--- config.mk ---
export PLATFORM = sky130hd
export DESIGN_NAME = spi_master_param
export DESIGN_NICKNAME = d
export VERILOG_FILES = /design/src/rtl/spi_master_param_pkg.sv /design/src/rtl/spi_master_param_clk_div.sv /design/src/rtl/spi_master_param.sv
export SDC_FILE = /design/constraint.sdc
export NUM_CORES = 1
export LEC_CHECK = 0
export ABC_AREA = 1
export CAP_MARGIN = 0
export CORE_MARGIN = 8
export CORE_UTILIZATION = 50
export CTS_BUF_LIST = sky130_fd_sc_hd__clkbuf_4
export CTS_CLUSTER_DIAMETER = 200
export DETAILED_ROUTE_END_ITERATION = 8
export GPL_ROUTABILITY_DRIVEN = 1
export PLACE_DENSITY_LB_ADDON = 0.3
export SYNTH_ARGS = -nofsm -noshare
export SYNTH_HDL_FRONTEND = slang
export SYNTH_SLANG_ARGS = --single-unit
--- constraint.sdc ---
create_clock -name clk -period 2.3 [get_ports clk]
set_input_delay 0.23 -clock clk [delete_from_list [all_inputs] [get_ports clk]]
set_output_delay 0.23 -clock clk [all_outputs]
set_load 0.01 [all_outputs]
--- src/rtl/spi_master_param_pkg.sv ---
// Shared types and helpers for the parametrised SPI master.
//   spi_state_t : transfer FSM states (IDLE, SETUP, SHIFT, HOLD)
//   MODE0..3    : {CPOL,CPHA} encodings
//   cs_w()      : width of the slave-select index, at least 1 bit
package spi_pkg;

  typedef enum logic [1:0] {
    IDLE  = 2'd0,
    SETUP = 2'd1,
    SHIFT = 2'd2,
    HOLD  = 2'd3
  } spi_state_t;

  localparam logic [1:0] MODE0 = 2'b00;
  localparam logic [1:0] MODE1 = 2'b01;
  localparam logic [1:0] MODE2 = 2'b10;
  localparam logic [1:0] MODE3 = 2'b11;

  function automatic int cs_w(input int n);
    return (n > 1) ? $clog2(n) : 1;
  endfunction

endpackage

--- src/rtl/spi_master_param_clk_div.sv ---
// SCLK generator for the SPI master.
// While run=1 a half-period counter counts CLK_DIV-1..0; each expiry is one
// SCLK edge. Edges are numbered 0..2*WORD_W-1; even indices are leading
// edges, odd indices trailing edges. Once all edges have been produced the
// block parks with sclk back at CPOL and raises last.
// Ports:
//   clk, reset   system clock, synchronous active-high reset
//   run          high while the master is in its shift phase
//   cpol         clock idle level
//   sclk         SPI clock
//   lead, trail  one-cycle strobes, high in the cycle whose edge toggles sclk
//   final_edge   strobe qualifying the last trailing edge of the word
//   last         all edges produced; master may leave the shift phase
module spi_clk_div #(
  parameter int WORD_W  = 32,
  parameter int CLK_DIV = 2
) (
  input  logic clk,
  input  logic reset,
  input  logic run,
  input  logic cpol,
  output logic sclk,
  output logic lead,
  output logic trail,
  output logic final_edge,
  output logic last
);

  localparam int HC_W = (CLK_DIV > 1) ? $clog2(CLK_DIV) : 1;
  localparam int EC_W = $clog2(2 * WORD_W + 1);
  localparam logic [HC_W-1:0] HC_LOAD  = HC_W'(CLK_DIV - 1);
  localparam logic [EC_W-1:0] EC_END   = EC_W'(2 * WORD_W);
  localparam logic [EC_W-1:0] EC_FINAL = EC_W'(2 * WORD_W - 1);

  logic [HC_W-1:0] half_cnt;
  logic [EC_W-1:0] edge_cnt;
  logic            phase;
  logic            tick;

  assign last       = run && (edge_cnt == EC_END);
  assign tick       = run && (edge_cnt != EC_END) && (half_cnt == '0);
  assign lead       = tick && !edge_cnt[0];
  assign trail      = tick &&  edge_cnt[0];
  assign final_edge = tick && (edge_cnt == EC_FINAL);

  // sclk is CPOL xor an edge-parity bit, so it follows a newly latched CPOL
  // immediately and is back at CPOL after an even number of edges.
  assign sclk = cpol ^ phase;

  always_ff @(posedge clk) begin
    if (reset || !run) begin
      half_cnt <= HC_LOAD;
      edge_cnt <= '0;
      phase    <= 1'b0;
    end else if (tick) begin
      half_cnt <= HC_LOAD;
      edge_cnt <= edge_cnt + EC_W'(1);
      phase    <= ~phase;
    end else if (edge_cnt != EC_END) begin
      half_cnt <= half_cnt - HC_W'(1);
    end
  end

endmodule

--- src/rtl/spi_master_param.sv ---
// Parametrised SPI master: one WORD_W-bit word per transfer, SPI modes 0-3,
// MSB- or LSB-first, one of N_CS slave selects.
// Optional feature macro: SPI_LOOPBACK_EN adds input 'loopback'; when set at
// accept, received bits are taken from mosi and no ss_n line is asserted.
// Handshake: start is accepted on a clock edge where the FSM is IDLE
// (busy=0, which includes the done cycle); wr_data/mode/lsb_first/cs_sel are
// latched on that edge. busy is high from the next cycle until the cycle
// before done. done is a one-cycle pulse; rd_data is valid from that cycle
// and held until the next done. start while busy is dropped, not queued.
// Ports:
//   clk, reset                  system clock, synchronous active-high reset
//   start, wr_data, mode,
//   lsb_first, cs_sel           transfer request and its settings
//   busy, done, rd_data         transfer status and received word
//   sclk, ss_n, mosi, miso      SPI pins
//   state_dbg                   current FSM state (spi_state_t encoding)
module spi_master_param
  import spi_pkg::*;
#(
  parameter int  WORD_W  = 32,
  parameter int  CLK_DIV = 2,
  parameter int  N_CS    = 1,
  localparam int CS_W    = cs_w(N_CS)
) (
  input  logic              clk,
  input  logic              reset,
  input  logic              start,
  input  logic [WORD_W-1:0] wr_data,
  input  logic [1:0]        mode,
  input  logic              lsb_first,
  input  logic [CS_W-1:0]   cs_sel,
`ifdef SPI_LOOPBACK_EN
  input  logic              loopback,
`endif
  output logic              busy,
  output logic              done,
  output logic [WORD_W-1:0] rd_data,
  output logic              sclk,
  output logic [N_CS-1:0]   ss_n,
  output logic              mosi,
  input  logic              miso,
  output logic [1:0]        state_dbg
);

  localparam int CNT_W = (CLK_DIV > 1) ? $clog2(CLK_DIV) : 1;
  localparam logic [CNT_W-1:0] CNT_LOAD = CNT_W'(CLK_DIV - 1);

  spi_state_t        state_q, state_d;
  logic [CNT_W-1:0]  cnt_q;
  logic [1:0]        mode_q;
  logic              lsb_q;
  logic [CS_W-1:0]   cs_q;
  logic [WORD_W-1:0] tx_sr;
  logic [WORD_W-1:0] rx_sr;
  logic [WORD_W-1:0] rd_q;
  logic              mosi_q;
  logic              done_q;
  logic              accept;
  logic              hold_exit;
  logic              lead, trail, final_edge, shift_last;
  logic              sample_stb, drive_stb;
  logic              rx_bit, tx_bit, ss_block;

  spi_clk_div #(
    .WORD_W  (WORD_W),
    .CLK_DIV (CLK_DIV)
  ) u_clk_div (
    .clk        (clk),
    .reset      (reset),
    .run        (state_q == SHIFT),
    .cpol       (mode_q[1]),
    .sclk       (sclk),
    .lead       (lead),
    .trail      (trail),
    .final_edge (final_edge),
    .last       (shift_last)
  );

  // ---------------- FSM ----------------
  always_ff @(posedge clk) begin
    if (reset) state_q <= IDLE;
    else       state_q <= state_d;
  end

  always_comb begin
    state_d   = state_q;
    accept    = 1'b0;
    hold_exit = 1'b0;
    case (state_q)
      IDLE: begin
        if (start) begin
          accept  = 1'b1;
          state_d = SETUP;
        end
      end
      SETUP: begin
        if (cnt_q == '0) state_d = SHIFT;
      end
      SHIFT: begin
        if (shift_last) state_d = HOLD;
      end
      HOLD: begin
        if (cnt_q == '0) begin
          hold_exit = 1'b1;
          state_d   = IDLE;
        end
      end
      default: state_d = IDLE;
    endcase
  end

  // SETUP/HOLD dwell counter, reloaded on every state change.
  always_ff @(posedge clk) begin
    if (reset)                   cnt_q <= CNT_LOAD;
    else if (state_d != state_q) cnt_q <= CNT_LOAD;
    else if (cnt_q != '0)        cnt_q <= cnt_q - CNT_W'(1);
  end

  // ---------------- transfer settings ----------------
  always_ff @(posedge clk) begin
    if (reset) begin
      mode_q <= MODE0;
      lsb_q  <= 1'b0;
      cs_q   <= '0;
    end else if (accept) begin
      mode_q <= mode;
      lsb_q  <= lsb_first;
      cs_q   <= cs_sel;
    end
  end

`ifdef SPI_LOOPBACK_EN
  logic lb_q;
  always_ff @(posedge clk) begin
    if (reset)       lb_q <= 1'b0;
    else if (accept) lb_q <= loopback;
  end
  assign rx_bit   = lb_q ? mosi_q : miso;
  assign ss_block = lb_q;
`else
  assign rx_bit   = miso;
  assign ss_block = 1'b0;
`endif

  // ---------------- shift datapath ----------------
  // CPHA=0: first bit goes out at accept, so tx_sr is preloaded already
  // shifted and the remaining bits go out on trailing edges except the last.
  // CPHA=1: tx_sr is preloaded unshifted; every leading edge drives the next
  // bit, the first one re-driving the bit already on mosi.
  assign sample_stb = mode_q[0] ? trail : lead;
  assign drive_stb  = mode_q[0] ? lead  : (trail && !final_edge);
  assign tx_bit     = lsb_q ? tx_sr[0] : tx_sr[WORD_W-1];

  always_ff @(posedge clk) begin
    if (reset) begin
      tx_sr  <= '0;
      rx_sr  <= '0;
      mosi_q <= 1'b0;
      rd_q   <= '0;
      done_q <= 1'b0;
    end else begin
      done_q <= hold_exit;
      if (accept) begin
        mosi_q <= lsb_first ? wr_data[0] : wr_data[WORD_W-1];
        rx_sr  <= '0;
        if (mode[0])        tx_sr <= wr_data;
        else if (lsb_first) tx_sr <= wr_data >> 1;
        else                tx_sr <= wr_data << 1;
      end else begin
        if (drive_stb) begin
          mosi_q <= tx_bit;
          tx_sr  <= lsb_q ? (tx_sr >> 1) : (tx_sr << 1);
        end
        if (sample_stb) begin
          rx_sr <= lsb_q ? {rx_bit, rx_sr[WORD_W-1:1]}
                         : {rx_sr[WORD_W-2:0], rx_bit};
        end
      end
      if (hold_exit) rd_q <= rx_sr;
    end
  end

  // ---------------- slave select decode ----------------
  // An out-of-range index matches no line, so all selects stay high.
  always_comb begin
    ss_n = '1;
    for (int i = 0; i < N_CS; i++) begin
      if (state_q != IDLE && !ss_block && cs_q == CS_W'(i)) ss_n[i] = 1'b0;
    end
  end

  assign busy      = (state_q != IDLE);
  assign done      = done_q;
  assign rd_data   = rd_q;
  assign mosi      = mosi_q;
  assign state_dbg = state_q;

endmodule
==> flow_summary.rst <==
.. list-table::
   :header-rows: 1

   * - Metric
     - Value
   * - Min Clock Period, post-route
     - around 2.1 ns
   * - Final Skew
     - between 0.015 and 0.02 ns
   * - Clock transition at path regs
     - 0.10 ns
   * - Average wire per cell in the routed design
     - between 10 and 15 um
   * - Kind of critical path
     - reg -> out
   * - IO Pins
     - 79
   * - Peak Freq
     - 475 MHz
   * - Die Outline Area
     - 0.0161 mm^2
   * - Syn nets
     - 972
   * - Cell chosen for the clock root
     - clkbuf_4
   * - Layout cell share with drive strength beyond 1
     - 8.02%
   * - Final number of max-transition violations
     - 0
   * - Drc violations
     - 0
   * - Count of synthesis-stage warnings from yosys
     - 0
   * - Buffers inserted by post-CTS timing repair
     - 0
   * - Maximum number of pins on one net before global-route repair
     - 69
   * - Worst-case clock buffer depth
     - 2
   * - Number of rows in the core area
     - 40
   * - Mapped Area
     - 0.00617 mm^2
   * - Port Buffer Count
     - 78
   * - Floorplan die height
     - roughly 130 um
   * - Tightest Hold Check Type
     - in -> reg
   * - Total Routing Usage GR
     - 19.4%
   * - Setup violation total in the final timing report
     - 0
   * - Gr ovfl total
     - 0
   * - Hold Path Cell Cnt
     - 3
   * - Final period util
     - 91.6%
   * - Detail-routed via count per cell
     - 5.52
   * - Initial DRT Pass Iterations
     - 5
   * - Area delta synth->final
     - 19.6%
   * - Worst IR drop on VDD
     - 0.398 mV
   * - Maximum capacitance violations
     - 0
   * - Clk_lat worst skew
     - 0.54 ns
   * - Highest net fanout along the worst path
     - 6
   * - FF+latch count, synth
     - 114
   * - Final ANT Viol Nets
     - 0
   * - TritonCTS buffer count
     - 17
   * - Synth cell types
     - 34
   * - Starting DRC count in detailed routing
     - 502
   * - Crit path arrival time
     - 1.88 ns
   * - # clock sinks
     - 114
   * - Final weighted congestion in routability-driven placement
     - 0.816
   * - Relative slew margins
     - between 60% and 70%
   * - Proportion of synthesized chip area in sequential cells
     - a little under two fifths
   * - Pwr per Cell Area
     - 629 mW/mm^2
   * - Status
     - finished, final reports clean
   * - Crit path required time
     - 2.07 ns
   * - Standard cell core area
     - 0.0120 mm^2
   * - Number of cells traversed by the worst register-to-register path
     - 12
   * - Routed wire length
     - between 15000 and 20000 um
   * - Final Total Pwr
     - ~4.6 mW
   * - Static Leakage
     - 2.99 nW
   * - TritonCTS clock tree
     - built
   * - Via count of the first global-routing pass
     - ~5700
   * - Area post-placement
     - 0.00708 mm^2
   * - Ant diodes
     - 0
   * - Quantity of gates resized following cts
     - 0
   * - Post-Layout Inst Area
     - 0.00738 mm^2
   * - Share of synthesized flip-flops with an asynchronous set or reset
     - 0%
   * - Setup repair after global routing missed its margin
     - false
   * - Total of hold buffers inserted after clock tree synthesis
     - 0
   * - DR vias
     - 6320
   * - Die span in x
     - approximately 130 um
   * - Setup TNS
     - 0 ns
   * - Category of the worst setup path launch point
     - flip-flop
   * - First-pass GRT wire length
     - 26500 um
   * - Starting density of the core
     - between 50% and 60%
   * - Endpoint kind of the worst setup timing path
     - primary output
   * - Post-Synthesis Mean Instance Area
     - around 6.6 um^2
   * - Estimated wirelength of the detail-placed design
     - 10200 um
   * - Count of H-tree levels built during CTS
     - 4
   * - Synthesized instance count
     - 930
   * - Slew at the pin with the worst max-slew slack
     - 0.459 ns
   * - Most used flip-flop cell after synthesis
     - dfxtp_1
   * - Count of flip-flops with a built-in enable after synthesis
     - 0
   * - Antenna violations before repair
     - 0
   * - Fin. Hold Viols
     - 0
   * - Number of nets in the layout
     - ~1000
-- cell usage in the layout, fill, tap and decap left out, types with 7 or more instances in the layout --
master             n
buf_12             7
mux2i_1           26
buf_4             19
a21oi_1          112
nor2_1           120
clkbuf_4          17
nand3_1          119
dfxtp_1          113
clkdlybuf4s50_1   78
a31oi_1           21
nand2_1          201
inv_1             54
o21ai_0           44
-- flip-flops by register name, summed over array words and instances (netlist names) --
signal and flops:
u_clk_div.edge_cnt 7, cs_q 1, cnt_q 1, tx_sr 32, u_clk_div.phase 1, state_dbg 2, done 1, mode_q 2
u_clk_div.half_cnt 1, rx_sr 32, rd_data 32, mosi 1, lsb_q 1
-- Yosys cell counts, types with 3 or more instances --
cell type / count / share of area, %
buf_6: 7 / 1.3
a31oi_1: 21 / 2.1
nand4_1: 3 / 0.30
a211oi_1: 6 / 0.73
clkbuf_1: 27 / 1.6
o21ai_0: 44 / 3.6
inv_2: 6 / 0.37
mux2i_1: 26 / 4.2
nor2_1: 122 / 7.4
buf_2: 27 / 2.2
o2111ai_1: 4 / 0.57
nand3_1: 119 / 9.7
a21oi_1: 112 / 9.1
nor2_2: 4 / 0.41
inv_1: 54 / 3.3
buf_1: 7 / 0.43
dfxtp_1: 114 / 37
nand2_1: 203 / 12
nor3_1: 4 / 0.32
-- report_power, final --
group	switching [mW]	total [mW]	internal, mW
Clock	0.803	1.55	0.743
Combinational	0.542	0.930	0.388
Sequential	0.0863	2.16	2.08
Total	1.43	4.64	3.21
-- cell families after synthesis --
| kind of cell | synth area share, % |
|---|---|
| compound gates | 16.6 |
| flops | 37.0 |
| mux | 4.22 |
| buf+inv | 9.37 |
| simple gates | 32.0 |
| xor+xnor | 0.426 |
| fa+ha+maj | 0.406 |
-- final timing paths --
check                              from                 end  slack [ns]
setup / recovery           state_dbg[0]                ss_n        0.19
hold / removal                  mode[1]           mode_q[1]        0.32
setup reg to reg  u_clk_div.edge_cnt[0]            tx_sr[8]        0.25
hold reg to reg      u_clk_div.half_cnt  u_clk_div.half_cnt        0.47
-- through the flow --
stage | hold slack, ns | worst slack, ns | std cells | utilization (%)
after floorplan | 0.397 | 0.525 | 930 | -
after detailed placement | 0.442 | 0.278 | 1112 | 59.0
after global routing | 0.316 | 0.0394 | 1144 | 61.4
final | 0.317 | 0.194 | 1144 | 61.4
after CTS | 0.279 | 0.153 | 1144 | 61.4
after global placement | 0.441 | 0.335 | 1112 | 59.0
-- metal layers --
| layer | GRT usage [%] | share of wire (%) |
|---|---|---|
| met1 | 24.5 | 47 |
| met3 | 5.53 | 6.7 |
| met5 | 0 | 0 |
| met2 | 31.2 | 45 |
| met4 | 6.23 | 1.4 |
-- worst max-delay path, cell delays in order, from the launching register on --
cell	delay, ns
dfxtp_1	0.49
nor2_2	0.10
or2_2	0.28
clkdlybuf4s50_1	0.48
-- area by class of cell --
class | instances | area [um^2]
clock buffer | 17 | 128
tap | 147 | 184
multi-input combinational | 686 | 3320
clock inverter | 15 | 168
sequential | 114 | 2290
fill | 1123 | 4630
timing repair buffer | 104 | 1060
inverter | 61 | 229
Power figures use the tool's default switching activity.
